[src/rtl/port_rd_scheduler_pkg.sv]
// ============================================================================
// Module  : hydra_pkg
// Brief   : Shared types and constants for the per-port read scheduler.
// Revision: 1.0 - initial release
// ============================================================================
`default_nettype none

package hydra_pkg;

  localparam int NUM_PRIOR = 8;
  localparam int PRIOR_W   = 3;
  localparam int CREDIT_W  = 4;

  typedef enum logic [1:0] {
    IDLE  = 2'd0,
    GRANT = 2'd1,
    BUSY  = 2'd2
  } state_t;

  function automatic logic [CREDIT_W-1:0] wrr_weight(input logic [PRIOR_W-1:0] p);
    return {1'b0, p} + CREDIT_W'(1);
  endfunction

endpackage

`default_nettype wire

[src/rtl/port_rd_scheduler_if.sv]
// ============================================================================
// Module  : port_rd_scheduler_if
// Brief   : Enqueue, grant/done handshake and status bundle of one port.
// Revision: 1.0 - initial release
// ============================================================================
`default_nettype none

interface port_rd_scheduler_if;
  import hydra_pkg::*;

  logic               wrr_enable;
  logic               join_vld;
  logic [PRIOR_W-1:0] join_prior;
  logic               ready;
  logic               rd_done;
  logic               rd_req;
  logic [PRIOR_W-1:0] rd_prior;
  logic [NUM_PRIOR-1:0] queue_empty;
  logic               busy;
  logic               overflow;

  modport master (
    output wrr_enable, join_vld, join_prior, ready, rd_done,
    input  rd_req, rd_prior, queue_empty, busy, overflow
  );

  modport slave (
    input  wrr_enable, join_vld, join_prior, ready, rd_done,
    output rd_req, rd_prior, queue_empty, busy, overflow
  );

endinterface

`default_nettype wire

[src/rtl/port_rd_wrr_picker.sv]
// ============================================================================
// Module  : port_rd_wrr_picker
// Brief   : Combinational queue pick for strict-priority or WRR policy.
// Revision: 1.0 - initial release
// ============================================================================
`default_nettype none

module port_rd_wrr_picker
  import hydra_pkg::*;
(
  input  logic [NUM_PRIOR-1:0]               i_queue_empty,
  input  logic [NUM_PRIOR-1:0][CREDIT_W-1:0] i_credits,
  input  logic                               i_wrr_enable,
  output logic                               o_pick_vld,
  output logic [PRIOR_W-1:0]                 o_pick_prior,
  output logic                               o_reload
);

  logic [NUM_PRIOR-1:0] w_nonempty;
  logic [NUM_PRIOR-1:0] w_eligible;
  logic [NUM_PRIOR-1:0] w_cand;

  always_comb begin
    w_nonempty = ~i_queue_empty;
    for (int p = 0; p < NUM_PRIOR; p++) begin
      w_eligible[p] = w_nonempty[p] && (i_credits[p] != '0);
    end
  end

  assign o_pick_vld = |w_nonempty;
  // An exhausted round reloads and picks from the fresh credits in the same cycle.
  assign o_reload   = i_wrr_enable && o_pick_vld && (w_eligible == '0);
  assign w_cand     = (i_wrr_enable && !o_reload) ? w_eligible : w_nonempty;

  always_comb begin
    o_pick_prior = '0;
    for (int p = 0; p < NUM_PRIOR; p++) begin
      if (w_cand[p]) o_pick_prior = PRIOR_W'(p);
    end
  end

endmodule

`default_nettype wire

[src/rtl/port_rd_scheduler.sv]
// ============================================================================
// Module  : port_rd_scheduler
// Brief   : Per-port queue counters, WRR credits and grant/done FSM.
// Revision: 1.0 - initial release
// ============================================================================
`default_nettype none

module port_rd_scheduler
  import hydra_pkg::*;
#(
  parameter int COUNT_W = 12
) (
  input  logic                clk,
  input  logic                rst_n,
  port_rd_scheduler_if.slave  bus
);

  localparam logic [COUNT_W-1:0] C_COUNT_MAX = '1;

  state_t                             r_state;
  state_t                             w_state_nxt;
  logic [NUM_PRIOR-1:0][COUNT_W-1:0]  r_count;
  logic [NUM_PRIOR-1:0][CREDIT_W-1:0] r_credit;
  logic                               r_overflow;
  logic [PRIOR_W-1:0]                 r_rd_prior;
  logic [NUM_PRIOR-1:0]               w_queue_empty;
  logic [NUM_PRIOR-1:0]               w_inc;
  logic [NUM_PRIOR-1:0]               w_dec;
  logic                               w_pick_vld;
  logic [PRIOR_W-1:0]                 w_pick_prior;
  logic                               w_reload;
  logic                               w_grant;

  always_comb begin
    for (int p = 0; p < NUM_PRIOR; p++) begin
      w_queue_empty[p] = (r_count[p] == '0);
      w_inc[p]         = bus.join_vld && (bus.join_prior == PRIOR_W'(p));
      w_dec[p]         = w_grant && (w_pick_prior == PRIOR_W'(p));
    end
  end

  port_rd_wrr_picker u_picker (
    .i_queue_empty (w_queue_empty),
    .i_credits     (r_credit),
    .i_wrr_enable  (bus.wrr_enable),
    .o_pick_vld    (w_pick_vld),
    .o_pick_prior  (w_pick_prior),
    .o_reload      (w_reload)
  );

  always_comb begin
    w_state_nxt = r_state;
    w_grant     = 1'b0;
    case (r_state)
      IDLE: begin
        if (bus.ready && w_pick_vld) begin
          w_grant     = 1'b1;
          w_state_nxt = GRANT;
        end
      end
      GRANT:   w_state_nxt = bus.rd_done ? IDLE : BUSY;
      BUSY:    if (bus.rd_done) w_state_nxt = IDLE;
      default: w_state_nxt = IDLE;
    endcase
  end

  always_ff @(posedge clk) begin
    if (!rst_n) begin
      r_state    <= IDLE;
      r_rd_prior <= '0;
    end else begin
      r_state <= w_state_nxt;
      if (w_grant) r_rd_prior <= w_pick_prior;
    end
  end

  // Enqueue and grant on the same queue cancel; a saturated counter holds.
  always_ff @(posedge clk) begin
    if (!rst_n) begin
      r_count    <= '0;
      r_overflow <= 1'b0;
    end else begin
      for (int p = 0; p < NUM_PRIOR; p++) begin
        if (w_inc[p] && !w_dec[p]) begin
          if (r_count[p] == C_COUNT_MAX) r_overflow <= 1'b1;
          else                           r_count[p] <= r_count[p] + COUNT_W'(1);
        end else if (w_dec[p] && !w_inc[p]) begin
          r_count[p] <= r_count[p] - COUNT_W'(1);
        end
      end
    end
  end

  always_ff @(posedge clk) begin
    for (int p = 0; p < NUM_PRIOR; p++) begin
      if (!rst_n || !bus.wrr_enable) begin
        r_credit[p] <= wrr_weight(PRIOR_W'(p));
      end else if (w_grant && w_reload) begin
        r_credit[p] <= (w_pick_prior == PRIOR_W'(p)) ?
                       wrr_weight(PRIOR_W'(p)) - CREDIT_W'(1) : wrr_weight(PRIOR_W'(p));
      end else if (w_dec[p]) begin
        r_credit[p] <= r_credit[p] - CREDIT_W'(1);
      end
    end
  end

  assign bus.rd_req      = (r_state == GRANT);
  assign bus.busy        = (r_state != IDLE);
  assign bus.rd_prior    = r_rd_prior;
  assign bus.queue_empty = w_queue_empty;
  assign bus.overflow    = r_overflow;

endmodule

`default_nettype wire

[src/flat_wrapper.sv]
// flat-port wrapper written by rule: the top's interface ports become plain ports
module port_rd_scheduler_flat import hydra_pkg::*;
#(
  parameter int COUNT_W = 12
)
  (clk, rst_n, bus_wrr_enable, bus_join_vld, bus_join_prior, bus_ready, bus_rd_done, bus_rd_req, bus_rd_prior, bus_queue_empty, bus_busy, bus_overflow);
  port_rd_scheduler_if bus_i ();
  input  logic clk;
  input  logic rst_n;
  input wire logic [$bits(bus_i.wrr_enable)-1:0] bus_wrr_enable;
  input wire logic [$bits(bus_i.join_vld)-1:0] bus_join_vld;
  input wire logic [$bits(bus_i.join_prior)-1:0] bus_join_prior;
  input wire logic [$bits(bus_i.ready)-1:0] bus_ready;
  input wire logic [$bits(bus_i.rd_done)-1:0] bus_rd_done;
  output wire logic [$bits(bus_i.rd_req)-1:0] bus_rd_req;
  output wire logic [$bits(bus_i.rd_prior)-1:0] bus_rd_prior;
  output wire logic [$bits(bus_i.queue_empty)-1:0] bus_queue_empty;
  output wire logic [$bits(bus_i.busy)-1:0] bus_busy;
  output wire logic [$bits(bus_i.overflow)-1:0] bus_overflow;
  assign bus_i.wrr_enable = bus_wrr_enable;
  assign bus_i.join_vld = bus_join_vld;
  assign bus_i.join_prior = bus_join_prior;
  assign bus_i.ready = bus_ready;
  assign bus_i.rd_done = bus_rd_done;
  assign bus_rd_req = bus_i.rd_req;
  assign bus_rd_prior = bus_i.rd_prior;
  assign bus_queue_empty = bus_i.queue_empty;
  assign bus_busy = bus_i.busy;
  assign bus_overflow = bus_i.overflow;
  port_rd_scheduler #(.COUNT_W(COUNT_W)) u_core (.clk(clk), .rst_n(rst_n), .bus(bus_i));
endmodule
[config.mk]
export PLATFORM = sky130hd
export DESIGN_NAME = port_rd_scheduler_flat
export DESIGN_NICKNAME = d
export VERILOG_FILES = /design/src/rtl/port_rd_scheduler_pkg.sv /design/src/rtl/port_rd_scheduler_if.sv /design/src/rtl/port_rd_wrr_picker.sv /design/src/rtl/port_rd_scheduler.sv /design/src/flat_wrapper.sv
export SDC_FILE = /design/constraint.sdc
export NUM_CORES = 1
export LEC_CHECK = 0
export BUFFER_PORTS_ARGS = -buffer_cell sky130_fd_sc_hd__buf_4
export CORE_ASPECT_RATIO = 0.7
export CORE_UTILIZATION = 55
export DETAILED_ROUTE_END_ITERATION = 7
export HOLD_SLACK_MARGIN = 0.05
export PLACE_DENSITY = 0.71
export SYNTH_ARGS = -nofsm -noshare
export SYNTH_HDL_FRONTEND = slang
export SYNTH_SLANG_ARGS = --single-unit
[constraint.sdc]
create_clock -name clk -period 6.5 [get_ports clk]
set_clock_uncertainty 0.15 [all_clocks]
set_input_delay 0.325 -clock clk [delete_from_list [all_inputs] [get_ports clk]]
set_output_delay 0.325 -clock clk [all_outputs]
set_load 0.01 [all_outputs]
# Word-level counts from Yosys, hierarchy flattened
# Cells that the tools add are included.
[totals]
out_inout_bits = 14
wordCells = 269
ff_bits = 134
in_bits = 9
[op_classes]
addsub = 24
n_eq_ne = 34
mux = 79
reduce_logical = 112
bitwise_logic = 1
[op_table]
columns = ["operator", "count"]
rows = [
  ["$mux W12", 24],
  ["$add A12 B1 Y12 const B", 8],
  ["$eq A12 B12 Y1 const B", 8],
  ["$logic_not A12 Y1", 8],
  ["$sub A12 B1 Y12 const B", 8],
  ["$mux W4", 17],
  ["$logic_and A1 B1 Y1", 45],
  ["$reduce_bool A2 Y1", 17],
  ["$reduce_bool A4 Y1", 8],
  ["$sub A4 B1 Y4 const B", 8],
  ["$eq A3 B3 Y1 const B", 8],
  ["$mux W1", 24],
  ["$mux W3", 7],
  ["$logic_not A1 Y1", 19],
  ["$ne A2 B2 Y1 const B", 9],
  ["$reduce_and A2 Y1", 9],
  ["$eq A3 B2 Y1 const B", 4],
  ["$mux W2", 5],
  ["$logic_not A8 Y1", 1],
  ["$mux W8", 1],
  ["$not A8 Y8", 1],
  ["$reduce_or A8 Y1", 1],
  ["$eq A3 B1 Y1 const B", 2],
  ["$logic_not A3 Y1", 2],
  ["6 further kinds", 6],
]

# Depth between registers and ports, before layout
[logic_depth]
ltp_word = 35
mapped_depth = 22
ltp_nobuf = 22

# Hierarchy
# Synthesis repeated with hierarchy kept, for this count alone.
[hier_totals]
cells_unflattened = 1145
hier_area_um2 = 9695.5
[modules_own_cells]
columns = ["mod", "area_each_um2", "cells_per_inst", "seq_area_each_um2", "instances"]
rows = [
  ["port_rd_scheduler", 9342.7, 1099, 2682.6, 1],
  ["port_rd_wrr_picker", 352.8, 46, 0.0, 1],
]

# Least setup slack after synthesis
# No wires, ideal clock.
[synth_timing]
path_type = "register to register"
startpoint = "reg u_core.r_count[85] (netlist bit)"
endpoint = "reg u_core.r_count[11] (netlist bit)"
required_time_ns = 6.278
synth_period_minus_slack_ns = 5.290
slack_ns = 1.210
setup_ns = 0.072
t_arrival_ns = 5.068
stages_incl_launch_ff = 20
path_buffers = 0
cell_sequence = "dfxtp_1 > nor4_2 > nand3_1 > or4_4 > o2111a_2 > o21ai_0 > nand3_2 > a2111oi_4 > nand2b_1 > ha_1 > a21o_1 > a21oi_1 > o21bai_1 > a21oi_1 > o21bai_1 > a211o_1 > a21o_1 > a21oi_1 > mux2i_1 > mux2i_1"
[synth_between]
elab_chain_cells = 21
elab_cells_between_ends = 29
cone_classes = "eq/ne (1); mux (11); bitwise (1); reduce/logical (16)"
[synth_lines]
columns = ["element", "line", "source"]
rows = [
  ["start: declaration", "port_rd_scheduler.sv:22", "logic [NUM_PRIOR-1:0][COUNT_W-1:0] r_count;"],
  ["start signal: indexed assignment", "port_rd_scheduler.sv:86", "else r_count[p] <= r_count[p] + COUNT_W'(1);"],
  ["start signal: indexed assignment", "port_rd_scheduler.sv:88", "r_count[p] <= r_count[p] - COUNT_W'(1);"],
  ["$logic_not A12 Y1 (*)", "port_rd_scheduler.sv:36", "w_queue_empty[p] = (r_count[p] == '0);"],
  ["$not A8 Y8 (*)", "port_rd_wrr_picker.sv:24", "w_nonempty = ~i_queue_empty;"],
  ["$reduce_or A8 Y1 / $logic_and A1 B1 Y1 (equally long branches)", "port_rd_wrr_picker.sv:30, port_rd_wrr_picker.sv:26", ""],
  ["$logic_and A1 B1 Y1 / $logic_not A8 Y1 (equally long branches)", "port_rd_wrr_picker.sv:32", "assign o_reload = i_wrr_enable && o_pick_vld && (w_eligible == '0);"],
  ["$logic_and A1 B1 Y1", "port_rd_wrr_picker.sv:32", ""],
  ["$logic_not A1 Y1", "port_rd_wrr_picker.sv:33", "assign w_cand = (i_wrr_enable && !o_reload) ? w_eligible : w_nonempty;"],
  ["$logic_and A1 B1 Y1", "port_rd_wrr_picker.sv:33", ""],
  ["$mux W8", "port_rd_wrr_picker.sv:33", ""],
  ["$mux W1", "port_rd_wrr_picker.sv:38", "if (w_cand[p]) o_pick_prior = PRIOR_W'(p);"],
  ["$mux W3 (6 in a row)", "port_rd_wrr_picker.sv:38", ""],
  ["$logic_not A3 Y1", "port_rd_scheduler.sv:38", "w_dec[p] = w_grant && (w_pick_prior == PRIOR_W'(p));"],
  ["$logic_and A1 B1 Y1 (*)", "port_rd_scheduler.sv:38", ""],
  ["$logic_not A1 Y1", "port_rd_scheduler.sv:84", "if (w_inc[p] && !w_dec[p]) begin"],
  ["$logic_and A1 B1 Y1", "port_rd_scheduler.sv:84", ""],
  ["$ne A2 B2 Y1 (no line) / $reduce_bool A2 Y1 (equally long branches)", "--", ""],
  ["$reduce_and A2 Y1 (no line)", "--", ""],
]
# Mark *: on every way between the ends. The rest lies on a longest branch, timed or not.
# A chain may end at the register's enable or synchronous reset.

# Final worst setup path
[layout_timing]
startpoint = "reg u_core.r_credit[28] (netlist bit)"
endpoint = "reg u_core.r_count[11] (netlist bit)"
[layout_between]
elab_chain_cells = 20
elab_cells_between_ends = 23
cone_classes = "eq/ne (1); mux (9); reduce/logical (13)"
[layout_lines]
columns = ["element", "line", "source"]
rows = [
  ["start: declaration", "port_rd_scheduler.sv:23", "logic [NUM_PRIOR-1:0][CREDIT_W-1:0] r_credit;"],
  ["start signal: indexed assignment", "port_rd_scheduler.sv:97", "r_credit[p] <= wrr_weight(PRIOR_W'(p));"],
  ["start signal: indexed assignment", "port_rd_scheduler.sv:99", "r_credit[p] <= (w_pick_prior == PRIOR_W'(p)) ?"],
  ["start signal: indexed assignment", "port_rd_scheduler.sv:102", "r_credit[p] <= r_credit[p] - CREDIT_W'(1);"],
  ["$reduce_bool A4 Y1 (*)", "port_rd_wrr_picker.sv:26", "w_eligible[p] = w_nonempty[p] && (i_credits[p] != '0);"],
  ["$logic_and A1 B1 Y1 (*)", "port_rd_wrr_picker.sv:26", ""],
  ["$logic_not A8 Y1", "port_rd_wrr_picker.sv:32", ""],
  ["$logic_and A1 B1 Y1", "port_rd_wrr_picker.sv:32", ""],
  ["$logic_not A1 Y1", "port_rd_wrr_picker.sv:33", ""],
  ["$logic_and A1 B1 Y1", "port_rd_wrr_picker.sv:33", ""],
  ["$mux W8 (*)", "port_rd_wrr_picker.sv:33", ""],
  ["$mux W1", "port_rd_wrr_picker.sv:38", ""],
  ["$mux W3 (5 in a row)", "port_rd_wrr_picker.sv:38", ""],
  ["$mux W3 (*)", "port_rd_wrr_picker.sv:38", ""],
  ["$logic_not A3 Y1 (*)", "port_rd_scheduler.sv:38", ""],
  ["$logic_and A1 B1 Y1 (*)", "port_rd_scheduler.sv:38", ""],
  ["$logic_not A1 Y1", "port_rd_scheduler.sv:84", ""],
  ["$logic_and A1 B1 Y1", "port_rd_scheduler.sv:84", ""],
  ["$ne A2 B2 Y1 (no line) / $reduce_bool A2 Y1 (equally long branches)", "--", ""],
  ["$reduce_and A2 Y1 (no line)", "--", ""],
]
# Marks and branches as above.

==> results.json <==
{
  "cpMostUsedCell": "a21oi_1",
  "fin_crit_ns": 5.904,
  "cp.required_ns": 6.70,
  "io_pins": 23,
  "cts_resized": 0,
  "final-setup-viol-count": 0,
  "slew_viol_final": 0,
  "syn_inst": 1171,
  "cts_root_buf": "clkbuf_16",
  "clk_path_buf_depth": 2,
  "fin_crit_sh": 0.9083,
  "syn_avg_cell_area_um2": 8.064,
  "cts_buffers": 17,
  "cts_tree": "yes",
  "synth-async-reset-ratio": 0,
  "fmax_mhz": 169.4,
  "drt-initial-drc-count": 723,
  "crit_fanout": 12,
  "h-tree-depth": 4,
  "grt_pass1_vias": 7705,
  "routedWlPerCell_um": 15.69,
  "cellPowerDensity_nw_per_um2": 428.4,
  "grt_overflow_total": 0,
  "cts_sinks": 134,
  "multi_input_area_um2": 6370,
  "drc_errors": 0,
  "antennaDiodeCount": 0,
  "syn_nets": 1276,
  "yosys_warnings": 0,
  "cp.arrival_ns": 6.11,
  "areaGrowthSynthToFinish_pct": 10.67,
  "grt_pass1_wl_mm": 37.22,
  "cts_hold_buf": 1,
  "hold_class": "input port to flop",
  "synth.distinct_cells": 59,
  "grt_start_max_net_pins": 52,
  "hold-worst-slack_ns": 0.2858,
  "std_cell_rows": 39,
  "path_cells": "inv_1 > ha_1 > nor3b_1 > a31oi_1 > a2111oi_2 > o2111ai_2 > a31oi_1 > a21oi_2 > a2111oi_4 > nand2b_1 > ha_1 > a21o_1 > a21oi_1 > o21bai_1 > a21oi_1 > o21bai_1 > a211o_1 > a21o_1 > a21oi_1 > mux2i_1 > mux2i_1",
  "cpPeakStageDelay_ns": 0.58,
  "via_count": 8485,
  "rsz0062_at_grt": "false",
  "yosysMostFrequentCell": "dfxtp_1",
  "finalWirelength_mm": 22.47,
  "syn_area_um2": 9443,
  "crit_type": "flop to flop",
  "drtPass1Iterations": 5,
  "place_congestion": 0.9391,
  "leakagePower_uw": 0.004434,
  "nFillCells": 1413,
  "hold_viol_final": 0,
  "start_kind": "flop",
  "maxSlewHeadroom": 0.1764,
  "netlist_top_cells_count": "134 x dfxtp_1, 123 x nor2_1, 106 x a21oi_1, 88 x ha_1, 71 x nand3_1",
  "power_uw": 4477,
  "crit_slowest_cell": "a2111oi_2",
  "numPortBuffers": 22,
  "antenna_found_initial": 0,
  "setup_ws_ns": 0.5961,
  "core_region_area_um2": 16540,
  "fin_util": 0.6317,
  "post_cts_buffers": 0,
  "ys_seq_area_frac": 0.2841,
  "fin_nets": 1301,
  "drv_cap": 0,
  "end_kind": "flop",
  "outcome": "finished, final reports clean",
  "synthTopCellsByArea": "dfxtp_1 28%, ha_1 12%, a21oi_1 5.6%",
  "die_area_um2": 17700,
  "regArea_um2": 2683,
  "final_layout_size_suffix_gt1_frac": 0.07871,
  "clock_latency_ns": 0.42,
  "dp_worst_setup_slack_ns": 0.7251,
  "track_usage": 0.2613,
  "ir_worst_vdd_v": 0.0002245,
  "synth_edf_count": 0,
  "die_y_um": 111.6,
  "place_hpwl_mm": 16.22,
  "synthFlopType": "dfxtp_1",
  "fin_tns_setup_ns": 0,
  "chipWidth_um": 158.6,
  "path_clk_slew_ns": 0.06,
  "start_util": 0.5708,
  "synth_top_area_share": 0.2841,
  "synth-seq-cells": 134,
  "antenna_left": 0,
  "tightestPinTransition_ns": 1.231,
  "yosysTopAreaCell": "dfxtp_1",
  "via_per_inst": 5.925
}
==> cells by family after synthesis <==
family	after synthesis	share of synthesized area
multiplexers	41	0.04373
AND/OR/NAND/NOR	419	0.2206
buffers and inverters	101	0.04134
flip-flops	134	0.2841
XOR/XNOR	90	0.08348
AO/OA/AOI/OAI	290	0.1932
adder cells (fa/ha/maj)	96	0.1336
==> final timing paths <==
| check | from | endpoint | slack (ns) | cells past startpoint |
|---|---|---|---|---|
| setup / recovery | u_core.r_credit[28] | u_core.r_count[11] | 0.60 | 21 |
| setup reg to reg | u_core.r_credit[28] | u_core.r_count[11] | 0.60 | 21 |
| hold reg to reg | u_core.r_credit[10] | u_core.r_credit[10] | 0.34 | 2 |
| hold / removal | rst_n | u_core.r_count[35] | 0.29 | 3 |
==> per-layer routing <==
layer  up-vias  part of all wire  wire (um)  track usage
met4         0             0.011        249      0.06603
met1      3894              0.50      11310       0.3845
met2       256              0.42       9441       0.3871
met3        20             0.065       1471      0.05099
li1       4315                 -          -            -
met5         -                 0          0            0
==> state kept, by name (all words and copies together) (netlist names) <==
register             cells
u_core.bus.overflow      1
u_core.bus.rd_prior      3
u_core.r_count          96
u_core.r_credit         32
u_core.r_state           2
==> where the power goes <==
| group | leakage, uW | internal [uW] | switching, uW |
|---|---|---|---|
| Combinational | 0.00308 | 1030 | 1420 |
| Clock | 0.000267 | 565 | 355 |
| Sequential | 0.00109 | 955 | 159 |
==> stage by stage <==
| stage | std cells | area, um^2 |
|---|---|---|
| 6_report | 1432 | 10450 |
| 2_1_floorplan | 1171 | 9443 |
| 3_5_place_dp | 1401 | 9886 |
| 4_1_cts | 1432 | 10450 |
| 5_1_grt | 1432 | 10450 |
| 3_3_place_gp | 1401 | 9886 |
==> layout make-up <==
| class | count | share of cell area |
|---|---|---|
| Clock inverter | 10 | 0.01030 |
| Tap cell | 225 | 0.02694 |
| Sequential cell | 134 | 0.2567 |
| Clock buffer | 20 | 0.04274 |
| Inverter | 65 | 0.02335 |
| Multi-Input combinational cell | 936 | 0.6096 |
| Timing Repair Buffer | 42 | 0.03041 |
==> layout by cell type (no fill, tap or decap), types with 4 or more instances in the layout <==
master     count
buf_4         41
nand2b_1      10
nand2_1       63
and3_1        12
fa_1           8
o21ai_0       69
mux2i_1       39
nor2_1       123
clkbuf_16     17
nand3_1       71
o31ai_1       11
xor2_1        35
o211ai_1       4
o41ai_1        6
nor4_1        28
a21o_1        23
ha_1          88
xnor2_1       55
and2_1         8
dfxtp_1      134
nor2b_1        6
inv_1         64
nand4_1       31
a31oi_1        9
nor3_1        37
o21bai_1      26
or2_2          4
nor4_2         4
clkinv_2       5
nor3b_1        9
a21oi_1      106
a311oi_1       7
==> critical path: cells and delay by family (launching register included) <==
family                   cells  cell delay [ns]
buffers and inverters        1             0.06
adder cells (fa/ha/maj)      2             0.50
AO/OA/AOI/OAI               14             3.47
AND/OR/NAND/NOR              2             0.90
flip-flops                   1             0.34
multiplexers                 2             0.42
Note: power is estimated with default switching activity, not from simulation.
